===== src/rtl/mem_wb_stage.sv =====
// LEGv8 memory-access / write-back stage: runs one data-cache access per memory
// instruction over req/ack and emits one registered write-back beat per instruction.
module mem_wb_stage #(
  parameter int unsigned DATA_W  = 32,
  parameter int unsigned REG_W   = 5,
  parameter int unsigned TIMEOUT = 15
) (
  input  logic              clock,
  input  logic              reset,
  input  logic              ex_valid,
  output logic              ex_ready,
  input  logic [DATA_W-1:0] ex_alu_result,
  input  logic [DATA_W-1:0] ex_store_data,
  input  logic [REG_W-1:0]  ex_rd,
  input  logic              ex_mem_read,
  input  logic              ex_mem_write,
  input  logic              ex_mem_to_reg,
  input  logic              ex_reg_write,
  output logic              cache_req,
  output logic              cache_we,
  output logic [DATA_W-1:0] cache_addr,
  output logic [DATA_W-1:0] cache_wdata,
  input  logic              cache_ack,
  input  logic [DATA_W-1:0] cache_rdata,
  output logic              wb_valid,
  output logic              wb_reg_write,
  output logic [REG_W-1:0]  wb_rd,
  output logic [DATA_W-1:0] wb_data,
  output logic              exc_misalign,
  output logic              exc_bus_err
);

  localparam logic [1:0] S_IDLE = 2'd0;
  localparam logic [1:0] S_MEM  = 2'd1;
  localparam logic [1:0] S_WB   = 2'd2;

  localparam int unsigned      CNT_W    = 8;
  localparam logic [CNT_W-1:0] CNT_LAST = CNT_W'(TIMEOUT - 1);
  localparam logic [REG_W-1:0] XZR      = REG_W'(31);

  logic [1:0]        state, state_d;
  logic [CNT_W-1:0]  cnt, cnt_d;
  logic [REG_W-1:0]  h_rd, h_rd_d;
  logic [DATA_W-1:0] h_alu, h_alu_d;
  logic              h_mem_to_reg, h_mem_to_reg_d;
  logic              h_reg_write, h_reg_write_d;

  logic              cache_req_d, cache_we_d;
  logic [DATA_W-1:0] cache_addr_d, cache_wdata_d;
  logic              wb_valid_d, wb_reg_write_d, exc_misalign_d, exc_bus_err_d;
  logic [REG_W-1:0]  wb_rd_d;
  logic [DATA_W-1:0] wb_data_d;

  logic accept, ex_mem_op, ex_misaligned;

  assign ex_ready      = ~reset & (state != S_MEM);
  assign accept        = ex_valid & ex_ready;
  assign ex_mem_op     = ex_mem_read | ex_mem_write;
  assign ex_misaligned = ex_alu_result[1:0] != 2'b00;

  // Next-state and next-output logic; the write-back beat is launched on the edge entering WB.
  always_comb begin
    state_d        = state;
    cnt_d          = cnt;
    h_rd_d         = h_rd;
    h_alu_d        = h_alu;
    h_mem_to_reg_d = h_mem_to_reg;
    h_reg_write_d  = h_reg_write;
    cache_req_d    = cache_req;
    cache_we_d     = cache_we;
    cache_addr_d   = cache_addr;
    cache_wdata_d  = cache_wdata;
    wb_valid_d     = 1'b0;
    wb_reg_write_d = 1'b0;
    exc_misalign_d = 1'b0;
    exc_bus_err_d  = 1'b0;
    wb_rd_d        = wb_rd;
    wb_data_d      = wb_data;

    case (state)
      S_MEM: begin
        if (cache_ack) begin
          state_d        = S_WB;
          cache_req_d    = 1'b0;
          cache_we_d     = 1'b0;
          cache_addr_d   = '0;
          cache_wdata_d  = '0;
          wb_valid_d     = 1'b1;
          wb_rd_d        = h_rd;
          wb_data_d      = h_mem_to_reg ? cache_rdata : h_alu;
          wb_reg_write_d = h_reg_write & (h_rd != XZR);
        end else if (cnt == CNT_LAST) begin
          state_d       = S_WB;
          cache_req_d   = 1'b0;
          cache_we_d    = 1'b0;
          cache_addr_d  = '0;
          cache_wdata_d = '0;
          wb_valid_d    = 1'b1;
          exc_bus_err_d = 1'b1;
          wb_rd_d       = h_rd;
          wb_data_d     = h_mem_to_reg ? '0 : h_alu;
        end else begin
          cnt_d = cnt + CNT_W'(1);
        end
      end
      default: begin
        if (accept) begin
          h_rd_d         = ex_rd;
          h_alu_d        = ex_alu_result;
          h_mem_to_reg_d = ex_mem_to_reg;
          h_reg_write_d  = ex_reg_write;
          if (!ex_mem_op) begin
            state_d        = S_WB;
            wb_valid_d     = 1'b1;
            wb_rd_d        = ex_rd;
            wb_data_d      = ex_alu_result;
            wb_reg_write_d = ex_reg_write & (ex_rd != XZR);
          end else if (ex_misaligned) begin
            state_d        = S_WB;
            wb_valid_d     = 1'b1;
            exc_misalign_d = 1'b1;
            wb_rd_d        = ex_rd;
            wb_data_d      = ex_mem_to_reg ? '0 : ex_alu_result;
          end else begin
            // A read+write op is issued as a store.
            state_d       = S_MEM;
            cnt_d         = '0;
            cache_req_d   = 1'b1;
            cache_we_d    = ex_mem_write;
            cache_addr_d  = ex_alu_result;
            cache_wdata_d = ex_store_data;
          end
        end else begin
          state_d = S_IDLE;
        end
      end
    endcase
  end

  always_ff @(posedge clock) begin
    if (reset) begin
      state        <= S_IDLE;
      cnt          <= '0;
      h_rd         <= '0;
      h_alu        <= '0;
      h_mem_to_reg <= 1'b0;
      h_reg_write  <= 1'b0;
      cache_req    <= 1'b0;
      cache_we     <= 1'b0;
      cache_addr   <= '0;
      cache_wdata  <= '0;
      wb_valid     <= 1'b0;
      wb_reg_write <= 1'b0;
      wb_rd        <= '0;
      wb_data      <= '0;
      exc_misalign <= 1'b0;
      exc_bus_err  <= 1'b0;
    end else begin
      state        <= state_d;
      cnt          <= cnt_d;
      h_rd         <= h_rd_d;
      h_alu        <= h_alu_d;
      h_mem_to_reg <= h_mem_to_reg_d;
      h_reg_write  <= h_reg_write_d;
      cache_req    <= cache_req_d;
      cache_we     <= cache_we_d;
      cache_addr   <= cache_addr_d;
      cache_wdata  <= cache_wdata_d;
      wb_valid     <= wb_valid_d;
      wb_reg_write <= wb_reg_write_d;
      wb_rd        <= wb_rd_d;
      wb_data      <= wb_data_d;
      exc_misalign <= exc_misalign_d;
      exc_bus_err  <= exc_bus_err_d;
    end
  end

endmodule

===== config.mk =====
export PLATFORM = sky130hd
export DESIGN_NAME = mem_wb_stage
export DESIGN_NICKNAME = d
export VERILOG_FILES = /design/src/rtl/mem_wb_stage.sv
export SDC_FILE = /design/constraint.sdc
export NUM_CORES = 1
export LEC_CHECK = 0
export CELL_PAD_IN_SITES_DETAIL_PLACEMENT = 0
export CELL_PAD_IN_SITES_GLOBAL_PLACEMENT = 1
export CORE_ASPECT_RATIO = 1.4
export CORE_UTILIZATION = 36
export CTS_CLUSTER_DIAMETER = 120
export DETAILED_ROUTE_END_ITERATION = 10
export PLACE_DENSITY_LB_ADDON = 0.1
export REMOVE_ABC_BUFFERS = 1
export SLEW_MARGIN = 20
export SYNTH_ARGS = -nofsm -noshare
export SYNTH_HDL_FRONTEND = slang
export SYNTH_SLANG_ARGS = --single-unit

===== constraint.sdc =====
create_clock -name clock -period 3.4 [get_ports clock]
set_clock_uncertainty 0.2 [all_clocks]
set_input_delay 0.68 -clock clock [delete_from_list [all_inputs] [get_ports clock]]
set_output_delay 0.68 -clock clock [all_outputs]
set_load 0.03 [all_outputs]

==> run metrics, run 1 <==
status=completed; Clock Latency Late Sink=~0.43 ns; Antenna diodes=0; Total Routing Usage GR=between 20% and 30%; dpl cells=1195; GR Util met2=between 40% and 50%; drt initial violations=approximately 330; grt peak-use layer=met2; Synth Instances=a little under 800; Synth Cell Area=0.00657 mm2; final RePlAce weighted congestion=0.861; RSZ-0062 raised after global routing=no; Detail Route Antenna Nets=0; fin cells=approximately 1200; core region area=about 0.018 mm2; post-synthesis async set-or-reset flop share=0%; count of different cell masters after synthesis=50; Seq/Total Area, Yosys=roughly 48%; clock power share=between 40% and 50%; die extent in x=116 um; Area Overhead vs Synth=45.7%; most frequent cells in the layout=214 x clkdlybuf4s50_1, 177 x nand2_1, 155 x dfxtp_1; CP Class=flip-flop to output pin; CP max FO=10; global-route wire length before repair=32700 um; hold_buf cts=0; final-report hold violation count=0; final core occ=a little over half; Worst EP arrival=roughly 1.9 ns; vias per inst=5.17; setup TNS=0 ns; Comb pwr share=about 16%; dpl cell area=0.00896 mm2; CTS buffer count=17; Via Count=6347; Fmax achieved=357 MHz; number of port buffers=216; WP data required=between 2 and 3 ns; # nets final=1085; clock tree root driver cell=clkbuf_16; CTS tree=yes; DRT Pass-1 Iters=4; DRC viols=0; synth warn=0; grt ovf=0; number of global-route vias before repair=between 6000 and 7000; Slew Viols, Final=0; Primary FF master, synth=dfxtp_1; Synth top area share=about 48%; worst hold path class=flip-flop to flip-flop; sequential fraction of design power=between 40 and 50%; max cap viols=0; Setup Fix Bufs, Post-CTS=0; H-tree depth=4; Worst Max-Slew Pin Slew=between 0.8 and 0.9 ns; Clock Pin Slew Worst Setup and Hold Paths=roughly 0.06 ns; Initial Utilization=36.6%; CTS resizes=0; fin area=roughly 0.0096 mm2; Clock Tree Buf Depth=2; pin count of the biggest net entering global routing=between 70 and 80; Avg Cell Area, Syn=approximately 8.4 um2; pwr/cell area=490 mW/mm2; num rows=between 50 and 60; top post-synthesis cells by area=dfxtp_1 48%, nand2_1 10%, a221oi_2 6.4%; Critical Path Start Type=flip-flop; CP endpoint kind=output pin; clock sink count=156; Sw Pwr=roughly 1.3 mW; die area=about 0.019 mm2; Peak VDD IR=around 0.00024 V; Int Power=~3.4 mW; Final setup violation count=0; Yosys reg bits=approximately 160; static leakage=3.27 nW; Tcrit/Tclk final=between 80% and 90%; GR Util met1=approximately 26%; antenna violations before repair=0; Post-synth EDFFs=0; Detail Placement HPWL=~14000 um; met3 Use GR=4.93%; Detailed Route WL=about 21000 um; Sw Ratio=approximately 27%; Pwr Total=4.69 mW; Slew Limit Headroom=between 40% and 50%; leading cell type in the layout, fill and taps excluded=clkdlybuf4s50_1; Ports=between 200 and 250; die height=approximately 160 um; clock period minus final worst setup slack=between 2 and 3 ns; share of layout cells above drive strength 1=about a tenth; Yosys top cell by area=dfxtp_1; Routed wire per std cell=16.9 um
## worst max-delay path, stage by stage, from the launching register on
cell             delay [ns]
dfxtp_1                0.36
nor2b_4                0.39
nor2_1                 0.07
clkdlybuf4s50_1        0.67
## layout make-up
cell class                 instances  area, um2
tap                              240        300
timing repair buffer             236       2340
sequential                       156       3120
fill                            1731       8360
multi-input combinational        535       3090
clock inverter                    12        165
clock buffer                      20        447
inverter                          28        105
## power groups by stage
| stage | sequential, mW | clock (mW) | combinational (mW) |
|---|---|---|---|
| 6_report | 1.98 | 1.97 | 0.739 |
| 2_1_floorplan | 2.13 | 0 | 0.238 |
| 4_1_cts | 1.98 | 2.02 | 0.745 |
| 3_3_place_gp | 2.02 | 0 | 0.730 |
| 3_5_place_dp | 2.02 | 0 | 0.741 |
| 5_1_grt | 1.99 | 2.10 | 0.794 |
## metal layers
layer / part of all wire, % / routed length, um
met5: 0 / 0
met4: 1.8 / 382
met3: 5.9 / 1220
met2: 52 / 10700
met1: 41 / 8400
## cells in the mapped netlist, types with 2 or more instances
cell type  instances
a31oi_1            4
nor2b_1            2
a221oi_2          28
o31ai_1           26
o21ai_1           73
buf_2             16
buf_1              3
ha_1               2
inv_1             28
or3_1              2
nand2b_1          10
nand3_1           44
nor3b_1            3
buf_6              3
nor4_1             3
a221o_1            5
nand2_1          177
o21ai_0           27
nand4_1            2
nor3_1             4
a22oi_1           25
dfxtp_1          156
clkbuf_1          44
a221oi_1           4
or2_1              3
and2_1             5
a21oi_1           24
a22o_1             5
nor2_1            37
## cells by family (layout without fill, tap and decap cells)
kind of cell | count (synthesis) | count (layout) | synth area share (%)
fa+ha+maj | 2 | 2 | 0.381
compound gates | 232 | 232 | 25.8
buf+inv | 95 | 296 | 6.14
simple gates | 301 | 301 | 20.1
flops | 156 | 156 | 47.6
## metrics by stage
stage | setup slack (ns) | hold slack, ns
after floorplan | -2.65 | 0.229
after global placement | 0.459 | 0.235
after detailed placement | 0.365 | 0.238
after CTS | 0.575 | 0.249
after global routing | 0.528 | 0.262
final | 0.600 | 0.245
## path summary, 6_finish.rpt
check,from,endpoint,slack [ns],cells past startpoint
setup / recovery,state[0],ex_ready,0.60,3
hold / removal,cache_addr[13],cache_addr[13],0.24,2
setup reg to reg,cnt[0],cache_wdata[25],0.92,7
hold reg to reg,cache_addr[13],cache_addr[13],0.24,2
Power figures use the tool's default switching activity.
==> run 2, diff against run 1 <==
--- a/config.mk
+++ b/config.mk
@@ -8,7 +8,7 @@
 export CELL_PAD_IN_SITES_DETAIL_PLACEMENT = 0
 export CELL_PAD_IN_SITES_GLOBAL_PLACEMENT = 1
 export CORE_ASPECT_RATIO = 1.4
-export CORE_UTILIZATION = 36
+export CORE_UTILIZATION = 33
 export CTS_CLUSTER_DIAMETER = 120
 export DETAILED_ROUTE_END_ITERATION = 10
 export PLACE_DENSITY_LB_ADDON = 0.1
==> constraint.sdc (replaced) <==
create_clock -name clock -period 2.7 [get_ports clock]
set_clock_uncertainty 0.2 [all_clocks]
set_input_delay 0.54 -clock clock [delete_from_list [all_inputs] [get_ports clock]]
set_output_delay 0.54 -clock clock [all_outputs]
set_load 0.03 [all_outputs]
==> run metrics, run 2 (synthesis gave the netlist of run 1 again) <==
H-tree depth=4; status=completed; leading cell type in the layout, fill and taps excluded=clkdlybuf4s50_1; WP data required=between 1.5 and 2 ns; CP Class=flip-flop to output pin; Critical Path Start Type=flip-flop; Detail Placement HPWL=between 10000 and 15000 um; CTS buffer count=17; drt initial violations=around 320; static leakage=around 3.3 nW; max incr delay on CP=a little under 0.7 ns; DRC viols=0; die height=approximately 170 um; Clock Latency Late Sink=~0.42 ns; hold_buf cts=0; Pwr Total=around 5.8 mW; Tcrit/Tclk final=slightly below 90%; number of port buffers=between 200 and 250; Slew Viols, Final=0; grt ovf=0; Fmax achieved=414 MHz; CP delay by family, top=buffers and inverters; die area=~0.020 mm2; post-route setup slack=about 0.29 ns; Worst EP arrival=~1.7 ns; Via Count=about 6300; core region area=slightly below 0.02 mm2; antenna violations before repair=0; clock sink count=156; dpl cells=1207; clock period minus final worst setup slack=approximately 2.4 ns; vias per inst=5.06; max cap viols=0; CTS resizes=0; num rows=60; global-route wire length before repair=~33000 um; CP max FO=4; final RePlAce weighted congestion=around 0.79; Routed wire per std cell=between 15 and 20 um; Worst Path Buf+Inv=1; Total Routing Usage GR=about a fifth; setup TNS=0 ns; Detail Route Antenna Nets=0; Initial Utilization=about a third; share of layout cells above drive strength 1=just under 10%; Slew Limit Headroom=58.1%; CP endpoint kind=output pin; # nets final=1089; Clock Tree Buf Depth=2; Peak VDD IR=around 0.00036 V; fin cells=1239; Slowest-stage cell, CP=clkdlybuf4s50_1; pin count of the biggest net entering global routing=56; Final setup violation count=0; CTS tree=yes; Ports=about 220; Clock Pin Slew Worst Setup and Hold Paths=roughly 0.070 ns; RSZ-0062 raised after global routing=no; die extent in x=121 um; final core occ=roughly 50%; number of global-route vias before repair=6248; critical-path cell list=nor2b_4, nor2_1, clkdlybuf4s50_1; worst hold path class=flip-flop to flip-flop; Detailed Route WL=~21000 um; pwr/cell area=roughly 600 mW/mm2; most frequent cells in the layout=214 x clkdlybuf4s50_1, 177 x nand2_1, 155 x dfxtp_1; Antenna diodes=0; Area Overhead vs Synth=46.6%; Worst Max-Slew Pin Slew=around 0.63 ns; flop2flop setup slack=0.38 ns; clock tree root driver cell=clkbuf_16; final-report hold violation count=0; Setup Fix Bufs, Post-CTS=0; worst slack at placement=roughly 0.074 ns; DRT Pass-1 Iters=5; Layout fillers=1846
## run 2: changes by cell type in the layout (fill, tap and decap cells not counted), sizes merged
cell	previous run	this run
bufinv	3	2
clkinv	5	3
clkinvlp	3	5
buf	22	26
inv	29	30
## run 2: where the power goes
part / total, mW / switching (mW) / internal [mW]
clock: 2.36 / 0.986 / 1.37
sequential: 2.49 / 0.0680 / 2.42
combinational: 0.944 / 0.520 / 0.424
## run 2: path summary, 6_finish.rpt
path,startpoint,to,cells after the start
setup / recovery,state[1],ex_ready,3
hold / removal,cache_addr[27],cache_addr[27],2
setup reg to reg,cnt[1],wb_data[25],6
hold reg to reg,cache_addr[27],cache_addr[27],2
## run 2: cell type report
cell class,count,area (um2),area share (%)
sequential,156,3120,32.5
multi-input combinational,535,3090,32.1
timing repair buffer,240,2420,25.2
clock buffer,20,437,4.54
tap,248,310,3.22
clock inverter,12,141,1.47
inverter,28,105,1.09
## run 2: worst reg2reg max path: cells and delay by family, from the launching register on
kind / cells / cell delay, ns
flip-flops: 1 / 0.41
buffers and inverters: 1 / 0.26
adder cells (fa/ha/maj): 1 / 0.20
AND/OR/NAND/NOR: 2 / 0.67
AO/OA/AOI/OAI: 2 / 0.48
## run 2: metal layers
| layer | up-vias | share of wire [%] | track usage [%] |
|---|---|---|---|
| li1 | 3134 | - | - |
| met1 | 2929 | 42 | 23.8 |
| met2 | 185 | 51 | 38.5 |
| met3 | 21 | 5.2 | 4.08 |
| met4 | 0 | 1.5 | 6.39 |
| met5 | - | 0 | 0 |
## run 2: metrics by stage
step	hold WS (ns)	instance area (um2)
detailed placement	0.239	9050
CTS	0.249	9630
floorplan	0.229	6270
global placement	0.235	9050
global route	0.265	9630
finish	0.246	9630
==> run 3, diff against run 2 <==
--- a/config.mk
+++ b/config.mk
@@ -5,10 +5,11 @@
 export SDC_FILE = /design/constraint.sdc
 export NUM_CORES = 1
 export LEC_CHECK = 0
+export ABC_AREA = 1
 export CELL_PAD_IN_SITES_DETAIL_PLACEMENT = 0
 export CELL_PAD_IN_SITES_GLOBAL_PLACEMENT = 1
 export CORE_ASPECT_RATIO = 1.4
-export CORE_UTILIZATION = 33
+export CORE_UTILIZATION = 32
 export CTS_CLUSTER_DIAMETER = 120
 export DETAILED_ROUTE_END_ITERATION = 10
 export PLACE_DENSITY_LB_ADDON = 0.1
==> run metrics, run 3 <==
status=completed; Detail Route Antenna Nets=0; Antenna diodes=0; CP max FO=15; Critical Path Start Type=input pin; Synth top cells by count=330 x nand2_1, 169 x nor2_1, 156 x dfxtp_1; Routed wire per std cell=between 10 and 15 um; number of port buffers=216; clock sink count=~160; setup TNS=0 ns; die area=0.0222 mm2; Peak VDD IR=between 0.0003 and 0.0004 V; most frequent cells in the layout=330 x nand2_1, 215 x clkdlybuf4s50_1, 168 x nor2_1; most instantiated library cell after synthesis=nand2_1; grt ovf=0; number of global-route vias before repair=around 6700; Total Routing Usage GR=19.6%; clock tree root driver cell=clkbuf_16; max cap viols=0; Primary FF master, synth=dfxtp_1; hold_buf cts=0; Via Count=approximately 7000; die extent in x=approximately 130 um; Synth Cell Area=between 0.006 and 0.007 mm2; WP data required=a little under 2 ns; leading cell type in the layout, fill and taps excluded=nand2_1; Hold Slack=0.248 ns; die height=about 180 um; pin count of the biggest net entering global routing=80; global-route wire length before repair=between 30000 and 40000 um; drt initial violations=369; Area Overhead vs Synth=44.1%; Worst Max-Slew Pin Slew=~0.52 ns; Initial Utilization=between 30% and 40%; DRC viols=0; worst hold path class=flip-flop to flip-flop; Clock Tree Buf Depth=2; CTS tree=yes; Clock Pin Slew Worst Setup and Hold Paths=about 0.07 ns; Worst EP arrival=roughly 1.6 ns; Detail Placement HPWL=14000 um; antenna violations before repair=1; Fmax achieved=around 430 MHz; Seq/Total Area, Yosys=between 40% and 50%; Slew Limit Headroom=between 60% and 70%; Synth Instances=1062; Yosys reg bits=roughly 160; H-tree depth=4; CP Class=input pin to output pin; vias per inst=between 4 and 5; Setup Fix Bufs, Post-CTS=0; CP endpoint kind=output pin; final RePlAce weighted congestion=roughly 0.78; pwr/cell area=576 mW/mm2; CTS buffer count=17; Synth top area share=45.1%; fin area=around 0.010 mm2; Avg Cell Area, Syn=between 6 and 7 um2; # nets final=1367; Ports=between 200 and 250; synth warn=0; post-synthesis async set-or-reset flop share=0%; num rows=63; Detailed Route WL=21300 um; DRT Pass-1 Iters=5; fin cells=around 1500; CTS resizes=0; Tcrit/Tclk final=between 80% and 90%; Slew Viols, Final=0; count of different cell masters after synthesis=31; Final setup violation count=0; dpl cells=1497; RSZ-0062 raised after global routing=no; Clock Latency Late Sink=between 0.4 and 0.5 ns; clock period minus final worst setup slack=2.31 ns; static leakage=4.58 nW; Post-synth EDFFs=0; Yosys top cell by area=dfxtp_1; core region area=0.0212 mm2; top post-synthesis cells by area=dfxtp_1 45%, nand2_1 18%, nor2_1 9.2%; dpl cell area=~0.0094 mm2; final-report hold violation count=0; share of layout cells above drive strength 1=5.36%
==> run 3: routing by layer <==
layer	track usage, %	wire, um
met1	23.1	9290
met2	34.6	10400
met3	5.45	1410
met4	5.62	242
met5	0	14
==> run 3: worst paths after layout <==
path | from | end | slack (ns) | cells after the start
max | reset | ex_ready | 0.39 | 4
min | cache_addr[0] | cache_addr[0] | 0.25 | 2
max reg2reg | state[0] | wb_data[14] | 0.67 | 8
min reg2reg | cache_addr[0] | cache_addr[0] | 0.25 | 2
==> run 3: metrics by stage <==
step	worst slack [ns]	total power, mW	utilization [%]
2_1_floorplan	-1.09	3.00	-
4_1_cts	0.378	5.83	47.0
6_report	0.394	5.74	47.0
3_5_place_dp	0.316	3.48	44.4
3_3_place_gp	0.312	3.48	44.4
5_1_grt	0.263	6.01	47.0
==> run 3: kinds of logic (layout without fill, tap and decap cells) <==
family | after synthesis | in the layout | share of synthesized area, %
flops | 156 | 156 | 45.1
simple gates | 608 | 608 | 35.5
compound gates | 109 | 109 | 8.10
fa+ha+maj | 2 | 2 | 0.361
buf+inv | 186 | 393 | 10.9
xor+xnor | 1 | 1 | 0.127
==> run 3: cell type report <==
cell class	instances	area (um2)
fill	2218	11200
sequential	156	3120
multi-input combinational	720	3070
timing repair buffer	238	2420
inverter	123	464
clock buffer	18	439
tap	260	325
clock inverter	14	126
==> run 3: critical path: stages <==
cell and delay, ns:
clkdlybuf4s50_1 0.52, buf_4 0.24, nor2_1 0.07, buf_4 0.19
==> run 3: power by group <==
| group | total, mW | internal [mW] | switching [mW] |
|---|---|---|---|
| registers | 2.48 | 2.42 | 0.0617 |
| clock network | 2.32 | 1.24 | 1.08 |
| logic | 0.940 | 0.416 | 0.525 |
| total | 5.74 | 4.08 | 1.67 |
